File: src/rtl/bcd_addsub_seq_if.sv
// Request/response bundle for the chunk-serial BCD add/subtract sequencer.
// master drives the request side, slave is the sequencer itself.
interface bcd_addsub_seq_if #(
  parameter int NUM_DIGITS = 8
);
  logic                    i_start;
  logic                    i_op;
  logic                    i_sign_a;
  logic [NUM_DIGITS*4-1:0] i_num_a;
  logic                    i_sign_b;
  logic [NUM_DIGITS*4-1:0] i_num_b;
  logic                    o_ready;
  logic                    o_valid;
  logic                    o_sign;
  logic [NUM_DIGITS*4-1:0] o_num;
  logic                    o_overflow;
  logic                    o_invalid;

  modport master (
    output i_start, i_op, i_sign_a, i_num_a, i_sign_b, i_num_b,
    input  o_ready, o_valid, o_sign, o_num, o_overflow, o_invalid
  );

  modport slave (
    input  i_start, i_op, i_sign_a, i_num_a, i_sign_b, i_num_b,
    output o_ready, o_valid, o_sign, o_num, o_overflow, o_invalid
  );
endinterface

File: src/rtl/bcd_addsub_seq.sv
// Sign-magnitude BCD add/subtract that reuses one CHUNK_DIGITS-wide BCD adder
// over NUM_DIGITS/CHUNK_DIGITS cycles, with nine's-complement subtraction and recomplement.
module bcd_adder #(
  parameter int DIGITS = 4
) (
  input  logic [DIGITS*4-1:0] a,
  input  logic [DIGITS*4-1:0] b,
  input  logic                cin,
  output logic [DIGITS*4-1:0] sum,
  output logic                cout
);
  logic [DIGITS:0] c;
  genvar gi;

  assign c[0] = cin;
  generate
    for (gi = 0; gi < DIGITS; gi++) begin : g_digit
      logic [4:0] raw;
      assign raw       = {1'b0, a[gi*4 +: 4]} + {1'b0, b[gi*4 +: 4]} + {4'd0, c[gi]};
      assign c[gi+1]   = (raw > 5'd9);
      // Adding 6 modulo 16 folds a decimal carry back into a valid digit.
      assign sum[gi*4 +: 4] = raw[3:0] + (c[gi+1] ? 4'd6 : 4'd0);
    end
  endgenerate
  assign cout = c[DIGITS];
endmodule

module bcd_addsub_seq #(
  parameter int NUM_DIGITS   = 8,
  parameter int CHUNK_DIGITS = 4
) (
  input  logic               i_clk,
  input  logic               i_rst_n,
  bcd_addsub_seq_if.slave    bus
);
  localparam int P  = NUM_DIGITS / CHUNK_DIGITS;
  localparam int W  = NUM_DIGITS * 4;
  localparam int CW = CHUNK_DIGITS * 4;
  localparam int IW = (P > 1) ? $clog2(P) : 1;

  typedef enum logic [2:0] {IDLE, CHECK, ADD, FIX, DONE} state_t;

  state_t          state_reg, state_next;
  logic [W-1:0]    a_reg, a_next, b_reg, b_next;
  logic [W-1:0]    res_reg, res_next, num_reg, num_next;
  logic [IW-1:0]   idx_reg, idx_next;
  logic            carry_reg, carry_next, eff_sub_reg, eff_sub_next;
  logic            sign_a_reg, sign_a_next, res_sign_reg, res_sign_next;
  logic            sign_reg, sign_next, ovf_reg, ovf_next, inv_reg, inv_next;

  logic [CW-1:0]   a_chunks [P];
  logic [CW-1:0]   b_chunks [P];
  logic [CW-1:0]   r_chunks [P];
  logic [CW-1:0]   add_a, add_b, add_sum;
  logic            add_cout, wr_en, last_chunk;
  logic [NUM_DIGITS-1:0] bad_digit;
  genvar gi;

  function automatic logic [CW-1:0] nines(input logic [CW-1:0] v);
    logic [CW-1:0] r;
    r = '0;
    for (int i = 0; i < CHUNK_DIGITS; i++) r[i*4 +: 4] = 4'd9 - v[i*4 +: 4];
    return r;
  endfunction

  generate
    for (gi = 0; gi < P; gi++) begin : g_chunk
      assign a_chunks[gi] = a_reg[gi*CW +: CW];
      assign b_chunks[gi] = b_reg[gi*CW +: CW];
      assign r_chunks[gi] = res_reg[gi*CW +: CW];
      assign res_next[gi*CW +: CW] = (wr_en && idx_reg == IW'(gi)) ? add_sum
                                                                   : res_reg[gi*CW +: CW];
    end
    for (gi = 0; gi < NUM_DIGITS; gi++) begin : g_bad
      assign bad_digit[gi] = (a_reg[gi*4 +: 4] > 4'd9) || (b_reg[gi*4 +: 4] > 4'd9);
    end
  endgenerate

  assign wr_en      = (state_reg == ADD) || (state_reg == FIX);
  assign last_chunk = (idx_reg == IW'(P - 1));
  // FIX turns a ten's-complement result back into a magnitude: 0 + nines(r) + 1.
  assign add_a = (state_reg == FIX) ? '0 : a_chunks[idx_reg];
  assign add_b = (state_reg == FIX) ? nines(r_chunks[idx_reg])
                                    : (eff_sub_reg ? nines(b_chunks[idx_reg]) : b_chunks[idx_reg]);

  bcd_adder #(.DIGITS(CHUNK_DIGITS)) u_adder (
    .a    (add_a),
    .b    (add_b),
    .cin  (carry_reg),
    .sum  (add_sum),
    .cout (add_cout)
  );

  always_comb begin
    state_next    = state_reg;
    a_next        = a_reg;
    b_next        = b_reg;
    idx_next      = idx_reg;
    carry_next    = carry_reg;
    eff_sub_next  = eff_sub_reg;
    sign_a_next   = sign_a_reg;
    res_sign_next = res_sign_reg;
    num_next      = num_reg;
    sign_next     = sign_reg;
    ovf_next      = ovf_reg;
    inv_next      = inv_reg;
    case (state_reg)
      IDLE: begin
        if (bus.i_start) begin
          a_next       = bus.i_num_a;
          b_next       = bus.i_num_b;
          sign_a_next  = bus.i_sign_a;
          eff_sub_next = bus.i_sign_a ^ bus.i_sign_b ^ bus.i_op;
          carry_next   = bus.i_sign_a ^ bus.i_sign_b ^ bus.i_op;
          idx_next     = '0;
          ovf_next     = 1'b0;
          inv_next     = 1'b0;
          state_next   = CHECK;
        end
      end
      CHECK: begin
        if (|bad_digit) begin
          inv_next   = 1'b1;
          num_next   = '0;
          sign_next  = 1'b0;
          state_next = DONE;
        end else begin
          state_next = ADD;
        end
      end
      ADD: begin
        carry_next = add_cout;
        idx_next   = idx_reg + IW'(1);
        if (last_chunk) begin
          idx_next = '0;
          if (!eff_sub_reg || add_cout) begin
            ovf_next   = add_cout & ~eff_sub_reg;
            num_next   = res_next;
            sign_next  = sign_a_reg & (res_next != '0);
            state_next = DONE;
          end else begin
            // No end-around carry: |B| > |A|, so the magnitude needs recomplementing.
            res_sign_next = ~sign_a_reg;
            carry_next    = 1'b1;
            state_next    = FIX;
          end
        end
      end
      FIX: begin
        carry_next = add_cout;
        idx_next   = idx_reg + IW'(1);
        if (last_chunk) begin
          idx_next   = '0;
          num_next   = res_next;
          sign_next  = res_sign_reg & (res_next != '0);
          state_next = DONE;
        end
      end
      DONE:    state_next = IDLE;
      default: state_next = IDLE;
    endcase
  end

  always_ff @(posedge i_clk or negedge i_rst_n) begin
    if (!i_rst_n) begin
      state_reg    <= IDLE;
      a_reg        <= '0;
      b_reg        <= '0;
      res_reg      <= '0;
      idx_reg      <= '0;
      carry_reg    <= 1'b0;
      eff_sub_reg  <= 1'b0;
      sign_a_reg   <= 1'b0;
      res_sign_reg <= 1'b0;
      num_reg      <= '0;
      sign_reg     <= 1'b0;
      ovf_reg      <= 1'b0;
      inv_reg      <= 1'b0;
    end else begin
      state_reg    <= state_next;
      a_reg        <= a_next;
      b_reg        <= b_next;
      res_reg      <= res_next;
      idx_reg      <= idx_next;
      carry_reg    <= carry_next;
      eff_sub_reg  <= eff_sub_next;
      sign_a_reg   <= sign_a_next;
      res_sign_reg <= res_sign_next;
      num_reg      <= num_next;
      sign_reg     <= sign_next;
      ovf_reg      <= ovf_next;
      inv_reg      <= inv_next;
    end
  end

  assign bus.o_ready    = (state_reg == IDLE);
  assign bus.o_valid    = (state_reg == DONE);
  assign bus.o_num      = num_reg;
  assign bus.o_sign     = sign_reg;
  assign bus.o_overflow = ovf_reg;
  assign bus.o_invalid  = inv_reg;
endmodule

File: src/flat_wrapper.sv
// flat-port wrapper written by rule: the top's interface ports become plain ports
module bcd_addsub_seq_flat 
#(
  parameter int NUM_DIGITS   = 8,
  parameter int CHUNK_DIGITS = 4
)
  (i_clk, i_rst_n, bus_i_start, bus_i_op, bus_i_sign_a, bus_i_num_a, bus_i_sign_b, bus_i_num_b, bus_o_ready, bus_o_valid, bus_o_sign, bus_o_num, bus_o_overflow, bus_o_invalid);
  bcd_addsub_seq_if #(.NUM_DIGITS(NUM_DIGITS)) bus_i ();
  input  logic i_clk;
  input  logic i_rst_n;
  input wire logic [$bits(bus_i.i_start)-1:0] bus_i_start;
  input wire logic [$bits(bus_i.i_op)-1:0] bus_i_op;
  input wire logic [$bits(bus_i.i_sign_a)-1:0] bus_i_sign_a;
  input wire logic [$bits(bus_i.i_num_a)-1:0] bus_i_num_a;
  input wire logic [$bits(bus_i.i_sign_b)-1:0] bus_i_sign_b;
  input wire logic [$bits(bus_i.i_num_b)-1:0] bus_i_num_b;
  output wire logic [$bits(bus_i.o_ready)-1:0] bus_o_ready;
  output wire logic [$bits(bus_i.o_valid)-1:0] bus_o_valid;
  output wire logic [$bits(bus_i.o_sign)-1:0] bus_o_sign;
  output wire logic [$bits(bus_i.o_num)-1:0] bus_o_num;
  output wire logic [$bits(bus_i.o_overflow)-1:0] bus_o_overflow;
  output wire logic [$bits(bus_i.o_invalid)-1:0] bus_o_invalid;
  assign bus_i.i_start = bus_i_start;
  assign bus_i.i_op = bus_i_op;
  assign bus_i.i_sign_a = bus_i_sign_a;
  assign bus_i.i_num_a = bus_i_num_a;
  assign bus_i.i_sign_b = bus_i_sign_b;
  assign bus_i.i_num_b = bus_i_num_b;
  assign bus_o_ready = bus_i.o_ready;
  assign bus_o_valid = bus_i.o_valid;
  assign bus_o_sign = bus_i.o_sign;
  assign bus_o_num = bus_i.o_num;
  assign bus_o_overflow = bus_i.o_overflow;
  assign bus_o_invalid = bus_i.o_invalid;
  bcd_addsub_seq #(.NUM_DIGITS(NUM_DIGITS), .CHUNK_DIGITS(CHUNK_DIGITS)) u_core (.i_clk(i_clk), .i_rst_n(i_rst_n), .bus(bus_i));
endmodule
File: config.mk
export PLATFORM = sky130hd
export DESIGN_NAME = bcd_addsub_seq_flat
export DESIGN_NICKNAME = d
export VERILOG_FILES = /design/src/rtl/bcd_addsub_seq_if.sv /design/src/rtl/bcd_addsub_seq.sv /design/src/flat_wrapper.sv
export SDC_FILE = /design/constraint.sdc
export NUM_CORES = 1
export LEC_CHECK = 0
export ABC_AREA = 1
export CAP_MARGIN = 15
export CORE_UTILIZATION = 40
export CTS_CLUSTER_DIAMETER = 60
export CTS_CLUSTER_SIZE = 20
export DETAILED_ROUTE_END_ITERATION = 7
export PLACE_DENSITY = 0.65
export SYNTH_ARGS = -nofsm -noshare
export SYNTH_HDL_FRONTEND = slang
export SYNTH_SLANG_ARGS = --single-unit
File: constraint.sdc
create_clock -name i_clk -period 9.27 [get_ports i_clk]
set_clock_uncertainty 0.15 [all_clocks]
set_input_delay 0.927 -clock i_clk [delete_from_list [all_inputs] [get_ports i_clk]]
set_output_delay 0.927 -clock i_clk [all_outputs]
set_load 0.005 [all_outputs]
# After elaboration in Yosys (flattened, before gate mapping)
# Index checks and enable logic that the tools add are counted.
# Widths: inputs -> output; s select.
# word_totals
ff_bits	139
word_cells	150
# classes
n_eq_ne	9
n_lt_le_gt_ge	21
bitwise_logic	10
add_sub_neg	21
mux	46
reduce_logical	30
# ops
op	count
$mux 16	14
$mux 32	4
$pmux 32 s3	1
$gt 4x4->1 const B	16
$reduce_bool 32->1	1
$sub 4x4->4 const A	8
$mux 3	9
$add 4x4->5	4
$add 5x1->5	4
$gt 5x4->1 const B	4
$add 4x3->4	4
$mux 1	12
$pmux 3 s4	1
$logic_or 1x1->1	10
$reduce_and 3->1	3
$reduce_or 8->1	1
$eq 3x2->1 const B	2
$ne 2x1->1 const B	3
$pmux 1 s2	3
$pmux 1 s3	2
$reduce_and 2->1	3
$reduce_bool 2->1	3
$reduce_bool 3->1	2
$reduce_and 5->1	1
14 further kinds	22

# Logic depth before layout (Yosys ltp)
# Gate-level depths: netlist (run 1).
# depth
word_depth	24
depth_mapped	61
depth_no_buf	59

# Cells and area by module
# From an unflattened synthesis (run 1), not the netlist that was laid out.
# hier_totals
hier_cells	1078
area_unflattened_um2	7972.6
# modules_own_cells
mod	instances	area_each_um2	cells_per_inst
bcd_addsub_seq	1	7049.3	949
bcd_adder	1	923.4	129

# Worst setup path after synthesis (run 1)
# OpenSTA, ideal clock, no wires.
# synth_path
path_type	register to register
startpoint	reg u_core.idx_reg
endpoint	reg u_core.sign_reg, in the netlist u_core.bus.o_sign
n_path_buf	4
setup_time_ns	0.116
arrival_time_ns	7.450
period_less_slack_ns	7.717
path_slack_ns	1.553
path_stages_with_launch	54
cell_sequence	dfrtp_1 buf_4 buf_2 buf_2 buf_2 mux2i_1 ha_1 o21ai_0 a21oi_1 ha_1 a21oi_1 nand2_1 nand2_1 nand3_1 nand2_1 inv_1 fa_1 inv_1 [... 18 more ...] o211ai_1 nand2_1 ha_1 inv_1 fa_1 inv_1 nand3_1 nand2_1 nor2_1 nand2_1 nor2_1 nand2_1 nor2_1 nand2_1 nor2_1 nand3_1 nand2_1 nand2_1
# synth_via
elab_chain_len	24
# synth_rtl
element	line_no	source
start: declaration	bcd_addsub_seq.sv:46	logic [IW-1:0] idx_reg, idx_next;
start signal: assignment	bcd_addsub_seq.sv:184	idx_reg <= idx_next;
$not 1->2 (not written as such)	bcd_addsub_seq.sv:82, bcd_addsub_seq.sv:83, bcd_addsub_seq.sv:84	
$mux 16 (not written as such) (3 in a row)	bcd_addsub_seq.sv:84	: (eff_sub_reg ? nines(b_chunks[idx_reg]) : b_chunks[idx_reg]);
$sub 4x4->4	bcd_addsub_seq.sv:62	for (int i = 0; i < CHUNK_DIGITS; i++) r[i*4 +: 4] = 4'd9 - v[i*4 +: 4];
$mux 16	bcd_addsub_seq.sv:84	
$mux 16	bcd_addsub_seq.sv:83	assign add_b = (state_reg == FIX) ? nines(r_chunks[idx_reg])
$add 4x4->5	bcd_addsub_seq.sv:19	assign raw = {1'b0, a[gi*4 +: 4]} + {1'b0, b[gi*4 +: 4]} + {4'd0, c[gi]};
$add 5x1->5	bcd_addsub_seq.sv:19	
$gt 5x4->1	bcd_addsub_seq.sv:20	assign c[gi+1] = (raw > 5'd9);
[... 7 more ...]	-	
$add 4x3->4	bcd_addsub_seq.sv:22	assign sum[gi*4 +: 4] = raw[3:0] + (c[gi+1] ? 4'd6 : 4'd0);
$mux 16 *	bcd_addsub_seq.sv:71	assign res_next[gi*CW +: CW] = (wr_en && idx_reg == IW'(gi)) ? add_sum
net u_core.res_next[30]	bcd_addsub_seq.sv:45	logic [W-1:0] res_reg, res_next, num_reg, num_next;
$reduce_bool 32->1 *	bcd_addsub_seq.sv:139, bcd_addsub_seq.sv:155	
$and 1x1->1	bcd_addsub_seq.sv:139	sign_next = sign_a_reg & (res_next != '0);
$mux 1	bcd_addsub_seq.sv:136	if (!eff_sub_reg || add_cout) begin
$mux 1	bcd_addsub_seq.sv:134	if (last_chunk) begin
$pmux 1 s3 *	bcd_addsub_seq.sv:107	case (state_reg)
end signal: assignment	bcd_addsub_seq.sv:190	sign_reg <= sign_next;
end: declaration	bcd_addsub_seq.sv:49	logic sign_reg, sign_next, ovf_reg, ovf_next, inv_reg, inv_next;
# Mark *: on every way through the listed nets, which the timed path passes. The rest lies on a longest branch. The select of a mux whose other input is x is not followed.
# A chain may end at the register's enable or synchronous reset.

# Final worst setup path (run 1)
# layout_path
startpoint	reg u_core.state_reg[1]
endpoint	reg u_core.sign_reg, in the netlist u_core.bus.o_sign
# layout_via
elab_chain_len	19
# layout_rtl
element	line_no	source
start: declaration	bcd_addsub_seq.sv:43	state_t state_reg, state_next;
start signal: assignment	bcd_addsub_seq.sv:180	state_reg <= state_next;
$eq 3x2->1	-	
$mux 16 (on tied branches)	bcd_addsub_seq.sv:82, bcd_addsub_seq.sv:83	
$add 4x4->5	bcd_addsub_seq.sv:19	
$add 5x1->5	bcd_addsub_seq.sv:19	
$gt 5x4->1	bcd_addsub_seq.sv:20	
$add 5x1->5	bcd_addsub_seq.sv:19	
$gt 5x4->1	bcd_addsub_seq.sv:20	
$add 5x1->5	bcd_addsub_seq.sv:19	
[... 3 more ...]	-	
$mux 3	bcd_addsub_seq.sv:22	
$add 4x3->4	bcd_addsub_seq.sv:22	
$mux 16	bcd_addsub_seq.sv:71	
$reduce_bool 32->1	bcd_addsub_seq.sv:139, bcd_addsub_seq.sv:155	
$and 1x1->1	bcd_addsub_seq.sv:139	
$mux 1	bcd_addsub_seq.sv:136	
$mux 1	bcd_addsub_seq.sv:134	
$pmux 1 s3	bcd_addsub_seq.sv:107	
# Several ways; a longest one is shown, not always the timed one. The select of a mux whose other input is x is not followed.

==> results.json, run 1 <==
{
  "synth-seq-cells": 139,
  "place_worst_setup_slack_ns": 1.05,
  "dr.pass1.iters": 6,
  "clock.fmax_mhz": 121,
  "status": "complete, no violations",
  "synth_cell_types": 33,
  "via_per_inst": 4.93,
  "die_w_um": 141,
  "post-route-min-period_ns": 8.29,
  "cts_resized": 0,
  "rrSetupSlack_ns": 0.98,
  "wl_per_cell_um": 14.8,
  "synth_nets": 1112,
  "hp-class": "in2async",
  "first_global_vias": 6501,
  "finalMaxSlewViolations": 0,
  "finalSetupViolCount": 0,
  "rows": 50,
  "reg2reg_from": "u_core.state_reg[1]$_DFFE_PN0P_",
  "synthToLayoutAreaGrowth_pct": 23.8,
  "antenna_found_initial": 0,
  "overflow": 0,
  "rsz0062_at_grt": "false",
  "fin_nets": 1202,
  "rr_endpoint": "u_core.bus.o_sign$_DFFE_PN0P_",
  "hold_viol": 0,
  "grt_max_degree": 75,
  "crit_path_frequent_cell": "nand2_1",
  "syn_inst": 1006,
  "drt_iter0_drc": 452,
  "dp_hpwl_um": 14800,
  "initial_utilization": 0.410,
  "syn_area_mm2": 0.00769,
  "cp.buffers_inverters": 13,
  "drcViolationCount": 0,
  "cp-end-kind": "flop",
  "cap_viol_max_count": 0,
  "slowest_stage": "dfrtp_1",
  "critPathLaunchType": "flop",
  "dieArea_mm2": 0.0198,
  "io_buffers": 106,
  "clockBufferDepth": 2,
  "cts_tree": "built",
  "cts_hold_buffers": 0,
  "placedCellCount": 1311,
  "coreArea_mm2": 0.0188,
  "yosys_warnings": 0,
  "place_congestion": 0.888,
  "post_cts_buffers": 0,
  "clk_pin_slew_ns": 0.06,
  "cpLargestDelayFamily": "adder cells",
  "drive_gt1_frac": 0.0496,
  "cpPeakStageDelay_ns": 0.52,
  "required_ns": 9.43,
  "crit_type": "reg2reg",
  "clock-root-buffer": "clkbuf_16",
  "r2r_cells": 51,
  "arrival_ns": 8.45,
  "worst_slack_ns": 0.981,
  "final.period_utilization": 0.894,
  "fp.dieH_um": 141,
  "yosysTopAreaCell": "dfrtp_1",
  "totalWireLength_um": 19900,
  "numClockSinks": 139,
  "vias": 6622,
  "synth_top_area_frac": 0.453,
  "h-tree-depth": 4,
  "ant_nets": 0,
  "n_antenna_cell": 0,
  "finalSetupTns_ns": 0,
  "grt_use_total": 0.214,
  "synth_area_per_cell_um2": 7.64,
  "crit_fanout": 15,
  "ys_seq_area_frac": 0.453,
  "yosys-top-cells-area": "dfrtp_1 (45%), nand2_1 (22%), o21ai_0 (4.6%)",
  "grt_pass1_wl_um": 33100,
  "tightest_slew_ns": 0.950,
  "fin_cells": 1343,
  "pin_count": 107,
  "timing.max_slew.rel_slack": 0.367,
  "numCtsBuffers": 17,
  "clock_latency_ns": 0.42
}
[cell usage after synthesis]
cell / instances
o21ai_1: 6
buf_1: 2
nand3_1: 39
nand4_1: 9
buf_4: 9
mux2i_1: 27
nand4_2: 1
nand3_4: 1
ha_1: 25
inv_1: 79
clkbuf_1: 19
inv_2: 2
nand3b_1: 2
fa_1: 11
a22oi_1: 1
o221ai_1: 1
nor3_1: 2
nor2_1: 47
o211ai_1: 3
clkbuf_2: 1
a21oi_1: 15
xor2_1: 7
o2bb2ai_1: 3
dfrtp_1: 139
o21ai_0: 71
or2_2: 1
nand2_1: 459
o31ai_1: 1
buf_2: 14
a21o_1: 1
nand3_2: 2
xnor2_1: 3
nor2_2: 3
[cells by family (layout without fill, tap and decap cells)]
kind of cell	after synthesis	count (layout)	share of synthesized area
buffers and inverters	126	229	0.0684
and+or+nand+nor	566	566	0.293
adders and majority gates	36	36	0.0693
DFF	139	139	0.453
xor gates and xnor gates	10	10	0.0114
muxes	27	27	0.0352
AOI/OAI and AO/OA	102	102	0.0703
[through the flow]
step	hold slack [ns]	area [um^2]	utilization
finish	0.322	9510	0.507
global route	0.353	9510	0.507
CTS	0.332	9510	0.507
detailed placement	0.316	8900	0.474
global placement	0.311	8900	0.474
floorplan	0.292	7690	-
[cell usage in the layout (no fill, tap or decap), types with 3 or more instances in the layout]
cell type | synthesis | final
xor2_1 | 7 | 7
inv_6 | 0 | 3
ha_1 | 25 | 25
buf_4 | 9 | 10
clkdlybuf4s50_1 | 0 | 105
nor2_2 | 3 | 3
fa_1 | 11 | 11
o2bb2ai_1 | 3 | 3
nand3_1 | 39 | 39
nor2_1 | 47 | 46
xnor2_1 | 3 | 3
o21ai_1 | 6 | 6
nand2_1 | 459 | 459
a21oi_1 | 15 | 15
o21ai_0 | 71 | 71
bufinv_16 | 0 | 3
clkbuf_16 | 0 | 17
clkinv_2 | 0 | 3
inv_1 | 79 | 79
o211ai_1 | 3 | 3
mux2i_1 | 27 | 27
clkinvlp_4 | 0 | 5
dfrtp_1 | 139 | 138
nand4_1 | 9 | 9
[layout make-up]
class	instances	area, um^2
Fill cell	1820	9260
Inverter	81	304
Clock buffer	18	439
Timing Repair Buffer	116	1140
Tap cell	234	293
Sequential cell	139	3480
Multi-Input combinational cell	741	3690
Clock inverter	14	169
[worst max path at each step]
stage                                    end                       startpoint  cells after the start  slack (ns)
2_1_floorplan  u_core.bus.o_sign$_DFFE_PN0P_       u_core.idx_reg$_DFFE_PN0P_                     53        1.55
5_1_grt        u_core.bus.o_sign$_DFFE_PN0P_  u_core.state_reg[1]$_DFFE_PN0P_                     53        0.06
4_1_cts        u_core.bus.o_sign$_DFFE_PN0P_  u_core.state_reg[1]$_DFFE_PN0P_                     53        1.02
3_5_place_dp   u_core.bus.o_sign$_DFFE_PN0P_  u_core.state_reg[1]$_DFFE_PN0P_                     53        1.05
3_3_place_gp   u_core.bus.o_sign$_DFFE_PN0P_  u_core.state_reg[1]$_DFFE_PN0P_                     53        1.29
6_report       u_core.bus.o_sign$_DFFE_PN0P_  u_core.state_reg[1]$_DFFE_PN0P_                     51        0.98
[per-layer routing]
metal	wire [um]	vias up	track usage
li1	-	3346	-
met1	9640	3075	0.293
met2	9060	177	0.344
met3	829	24	0.0397
met4	351	0	0.0686
met5	0	-	0
Power of run 1 is not shown: default switching activity piles up to over one toggle a cycle in this logic, so the estimate is an artifact.
==> run 2, diff against run 1 <==
- GPL_ROUTABILITY_DRIVEN: default -> 0
==> run 2 against run 1 <==
Largest cell class unchanged. Global-route usage is 0.67 points higher. Critical path type unchanged. Flip-flop and latch count is the same. Core utilization rose by 0.26 points. First-iteration DRC count is the same.
==> results.json, run 2 (synthesized netlist as in run 1, its figures left out) <==
{
  "status": "complete, no violations",
  "hp-class": "reg2reg",
  "final.period_utilization": 0.906,
  "crit_path_frequent_cell": "nand2_1",
  "min_from": "u_core.a_reg[0]$_DFFE_PN0P_",
  "rows": 50,
  "clock-root-buffer": "clkbuf_16",
  "gr-usage-met3": 0.0482,
  "critPathLaunchType": "flop",
  "vias": 6617,
  "use_met2": 0.346,
  "totalWireLength_um": 20200,
  "clockBufferDepth": 2,
  "finalMaxSlewViolations": 0,
  "post_cts_buffers": 0,
  "numCtsBuffers": 17,
  "layout_commonest_cell": "nand2_1",
  "fin_nets": 1203,
  "first_global_vias": 6571,
  "io_buffers": 106,
  "finalSetupTns_ns": 0,
  "grt_pass1_wl_um": 33700,
  "clock_latency_ns": 0.43,
  "wl_per_cell_um": 15.1,
  "grt.busiest_layer": "met2",
  "rsz0062_at_grt": "false",
  "clk_pin_slew_ns": 0.06,
  "cap_viol_max_count": 0,
  "die_w_um": 141,
  "timing.max_slew.rel_slack": 0.385,
  "via_per_inst": 4.93,
  "hold_viol": 0,
  "crit_start": "u_core.state_reg[1]$_DFFE_PN0P_",
  "reg2reg_from": "u_core.state_reg[1]$_DFFE_PN0P_",
  "overflow": 0,
  "grt_use_total": 0.221,
  "crit_type": "reg2reg",
  "h-tree-depth": 4,
  "pin_count": 107,
  "cts_tree": "built",
  "coreArea_mm2": 0.0188,
  "post-route-min-period_ns": 8.40,
  "ant_nets": 0,
  "fp.dieH_um": 141,
  "use_met1": 0.299,
  "fin_area_mm2": 0.00956,
  "drive_gt1_frac": 0.0479,
  "n_antenna_cell": 0,
  "synthToLayoutAreaGrowth_pct": 24.4,
  "dr.pass1.iters": 5,
  "tightest_slew_ns": 0.923,
  "initial_utilization": 0.410,
  "place_area_mm2": 0.00891,
  "drt_iter0_drc": 452,
  "arrival_ns": 8.57,
  "cts_resized": 0,
  "numClockSinks": 139,
  "dp_hpwl_um": 15000,
  "cpPeakStageDelay_ns": 0.52,
  "clock.fmax_mhz": 119,
  "cts_hold_buffers": 0,
  "final_cell_mix": "nand2_1 (459), dfrtp_1 (138), clkdlybuf4s50_1 (105)",
  "slowest_stage": "dfrtp_1",
  "dieArea_mm2": 0.0198,
  "antenna_found_initial": 0,
  "grt_max_degree": 73,
  "final_util": 0.509,
  "cp-end-kind": "flop",
  "finalSetupViolCount": 0,
  "required_ns": 9.43,
  "crit_fanout": 15,
  "drcViolationCount": 0
}
-- run 2: changes by cell type in the layout (fill, tap and decap cells not counted), sizes merged --
| cell | before | now |
|---|---|---|
| inv | 84 | 81 |
| clkinvlp | 5 | 1 |
| bufinv | 3 | 6 |
| clkinv | 3 | 5 |
| clkbuf | 18 | 17 |
| buf | 11 | 12 |
-- run 2: critical path: cells and delay by family (launching register included) --
kind,cells,cell delay (ns)
and+or+nand+nor,24,2.04
xor gates and xnor gates,1,0.27
buffers and inverters,14,1.47
adders and majority gates,10,3.20
DFF,1,0.52
AOI/OAI and AO/OA,4,0.62
-- run 2: final cells by class --
cell class	count	area, um^2
Clock buffer	17	425
Clock inverter	12	224
Fill cell	1825	9210
Inverter	81	304
Multi-Input combinational cell	741	3690
Sequential cell	139	3480
Tap cell	234	293
Timing Repair Buffer	117	1140
-- run 2: worst paths after layout --
| check | slack (ns) | cells after the start | end |
|---|---|---|---|
| max in group asynchronous | 7.20 | 2 | u_core.idx_reg$_DFFE_PN0P_ |
| min | 0.32 | 2 | u_core.a_reg[0]$_DFFE_PN0P_ |
| max reg2reg | 0.87 | 53 | u_core.bus.o_sign$_DFFE_PN0P_ |
| min reg2reg | 0.32 | 2 | u_core.a_reg[0]$_DFFE_PN0P_ |
| max | 0.87 | 53 | u_core.bus.o_sign$_DFFE_PN0P_ |
| min in group asynchronous | 0.34 | 1 | u_core.a_reg[10]$_DFFE_PN0P_ |
-- run 2: metal layers --
metal  vias up  wire (um)
met4         0        473
met1      3035       9610
met3        34       1000
met2       200       9140
met5         -          0
li1       3348          -
-- run 2: per-stage QoR --
| step | hold slack, ns | setup WS [ns] | cells |
|---|---|---|---|
| global route | 0.341 | 0.129 | 1341 |
| floorplan | 0.292 | 1.55 | 1006 |
| global placement | 0.303 | 1.36 | 1312 |
| CTS | 0.323 | 0.896 | 1341 |
| finish | 0.323 | 0.869 | 1341 |
| detailed placement | 0.309 | 0.987 | 1312 |
Power of run 2 is left out for the same reason.
==> run 3, diff against run 2 <==
- CTS_BUF_LIST: default -> sky130_fd_sc_hd__clkbuf_8
==> run 3 against run 2 <==
Non-clock buffer count is the same. Design area is 2.0% lower. Worst setup slack improved by 0.058 ns. First-iteration DRC count down 12%. Wire length shrank 0.60%. Die area is the same. Global-route usage is 0.15 points lower.
==> results.json, run 3 (synthesized netlist as in run 1, its figures left out) <==
{
  "clockBufferDepth": 2,
  "coreArea_mm2": 0.0188,
  "vias": 6611,
  "finalSetupTns_ns": 0,
  "drt_iter0_drc": 396,
  "clock-root-buffer": "clkbuf_8",
  "final_cell_mix": "nand2_1 (459), dfrtp_1 (138), clkdlybuf4s50_1 (105)",
  "ant_nets": 0,
  "critPathLaunchType": "flop",
  "tightest_slew_ns": 0.919,
  "synthToLayoutAreaGrowth_pct": 21.9,
  "totalWireLength_um": 20100,
  "post_cts_buffers": 0,
  "numClockSinks": 139,
  "antenna_found_initial": 0,
  "die_w_um": 141,
  "cpPeakStageDelay_ns": 0.53,
  "hold_viol": 0,
  "crit_fanout": 15,
  "clock.fmax_mhz": 120,
  "finalSetupViolCount": 0,
  "slowest_stage": "dfrtp_1",
  "drcViolationCount": 0,
  "cts_tree": "built",
  "h-tree-depth": 4,
  "pin_count": 107,
  "final.period_utilization": 0.900,
  "cp.buffers_inverters": 14,
  "initial_utilization": 0.410,
  "fp.dieH_um": 141,
  "fillers": 1836,
  "cp-end-kind": "flop",
  "cap_viol_max_count": 0,
  "status": "complete, no violations",
  "fin_nets": 1203,
  "cpLargestDelayFamily": "adder cells",
  "drive_gt1_frac": 0.0479,
  "rows": 50,
  "crit_type": "reg2reg",
  "first_global_vias": 6546,
  "numCtsBuffers": 17,
  "dr.pass1.iters": 5,
  "clk_pin_slew_ns": 0.08,
  "dp_hpwl_um": 15000,
  "overflow": 0,
  "finalMaxSlewViolations": 0,
  "placedCellCount": 1312,
  "crit_path_frequent_cell": "nand2_1",
  "cts_hold_buffers": 0,
  "dieArea_mm2": 0.0198,
  "layout_commonest_cell": "nand2_1",
  "fin_cells": 1341,
  "timing.max_slew.rel_slack": 0.387,
  "grt_use_total": 0.219,
  "required_ns": 9.47,
  "clock_latency_ns": 0.46,
  "grt_pass1_wl_um": 33500,
  "cts_resized": 0,
  "io_buffers": 106,
  "wl_per_cell_um": 15.0,
  "hp-class": "in2async",
  "via_per_inst": 4.93,
  "rsz0062_at_grt": "false",
  "grt_max_degree": 73,
  "n_antenna_cell": 0,
  "post-route-min-period_ns": 8.34,
  "arrival_ns": 8.54
}
run 3: layer usage:
layer	wire (um)	global-route usage
met1	9520	0.296
met2	9090	0.343
met3	954	0.0469
met4	536	0.0915
met5	0	0
run 3: cell type report:
| class | count | area (um^2) | area share |
|---|---|---|---|
| Inverter | 81 | 304 | 0.0325 |
| Tap cell | 234 | 293 | 0.0313 |
| Timing Repair Buffer | 117 | 1140 | 0.122 |
| Clock inverter | 12 | 224 | 0.0239 |
| Sequential cell | 139 | 3480 | 0.371 |
| Multi-Input combinational cell | 741 | 3690 | 0.394 |
| Clock buffer | 17 | 234 | 0.0250 |
run 3: worst paths after layout:
kind	start	end	slack, ns	cells after the start
worst max-delay path	u_core.state_reg[1]$_DFFE_PN0P_	u_core.bus.o_sign$_DFFE_PN0P_	0.93	53
worst min-delay path	i_rst_n	u_core.a_reg[26]$_DFFE_PN0P_	0.30	1
worst max register to register	u_core.state_reg[1]$_DFFE_PN0P_	u_core.bus.o_sign$_DFFE_PN0P_	0.93	53
worst min register to register	u_core.a_reg[0]$_DFFE_PN0P_	u_core.a_reg[0]$_DFFE_PN0P_	0.33	2
max in group asynchronous	i_rst_n	u_core.idx_reg$_DFFE_PN0P_	7.24	2
min in group i_clk	u_core.a_reg[0]$_DFFE_PN0P_	u_core.a_reg[0]$_DFFE_PN0P_	0.33	2
run 3: per-stage QoR:
stage	util	area, um^2	hold WS (ns)	setup WS, ns
after global placement	0.475	8910	0.303	1.36
final	0.499	9370	0.299	0.928
after CTS	0.499	9370	0.306	0.947
after floorplan	-	7690	0.292	1.55
after global routing	0.499	9370	0.323	0.155
after detailed placement	0.475	8910	0.309	0.987
Power of run 3 is left out for the same reason.
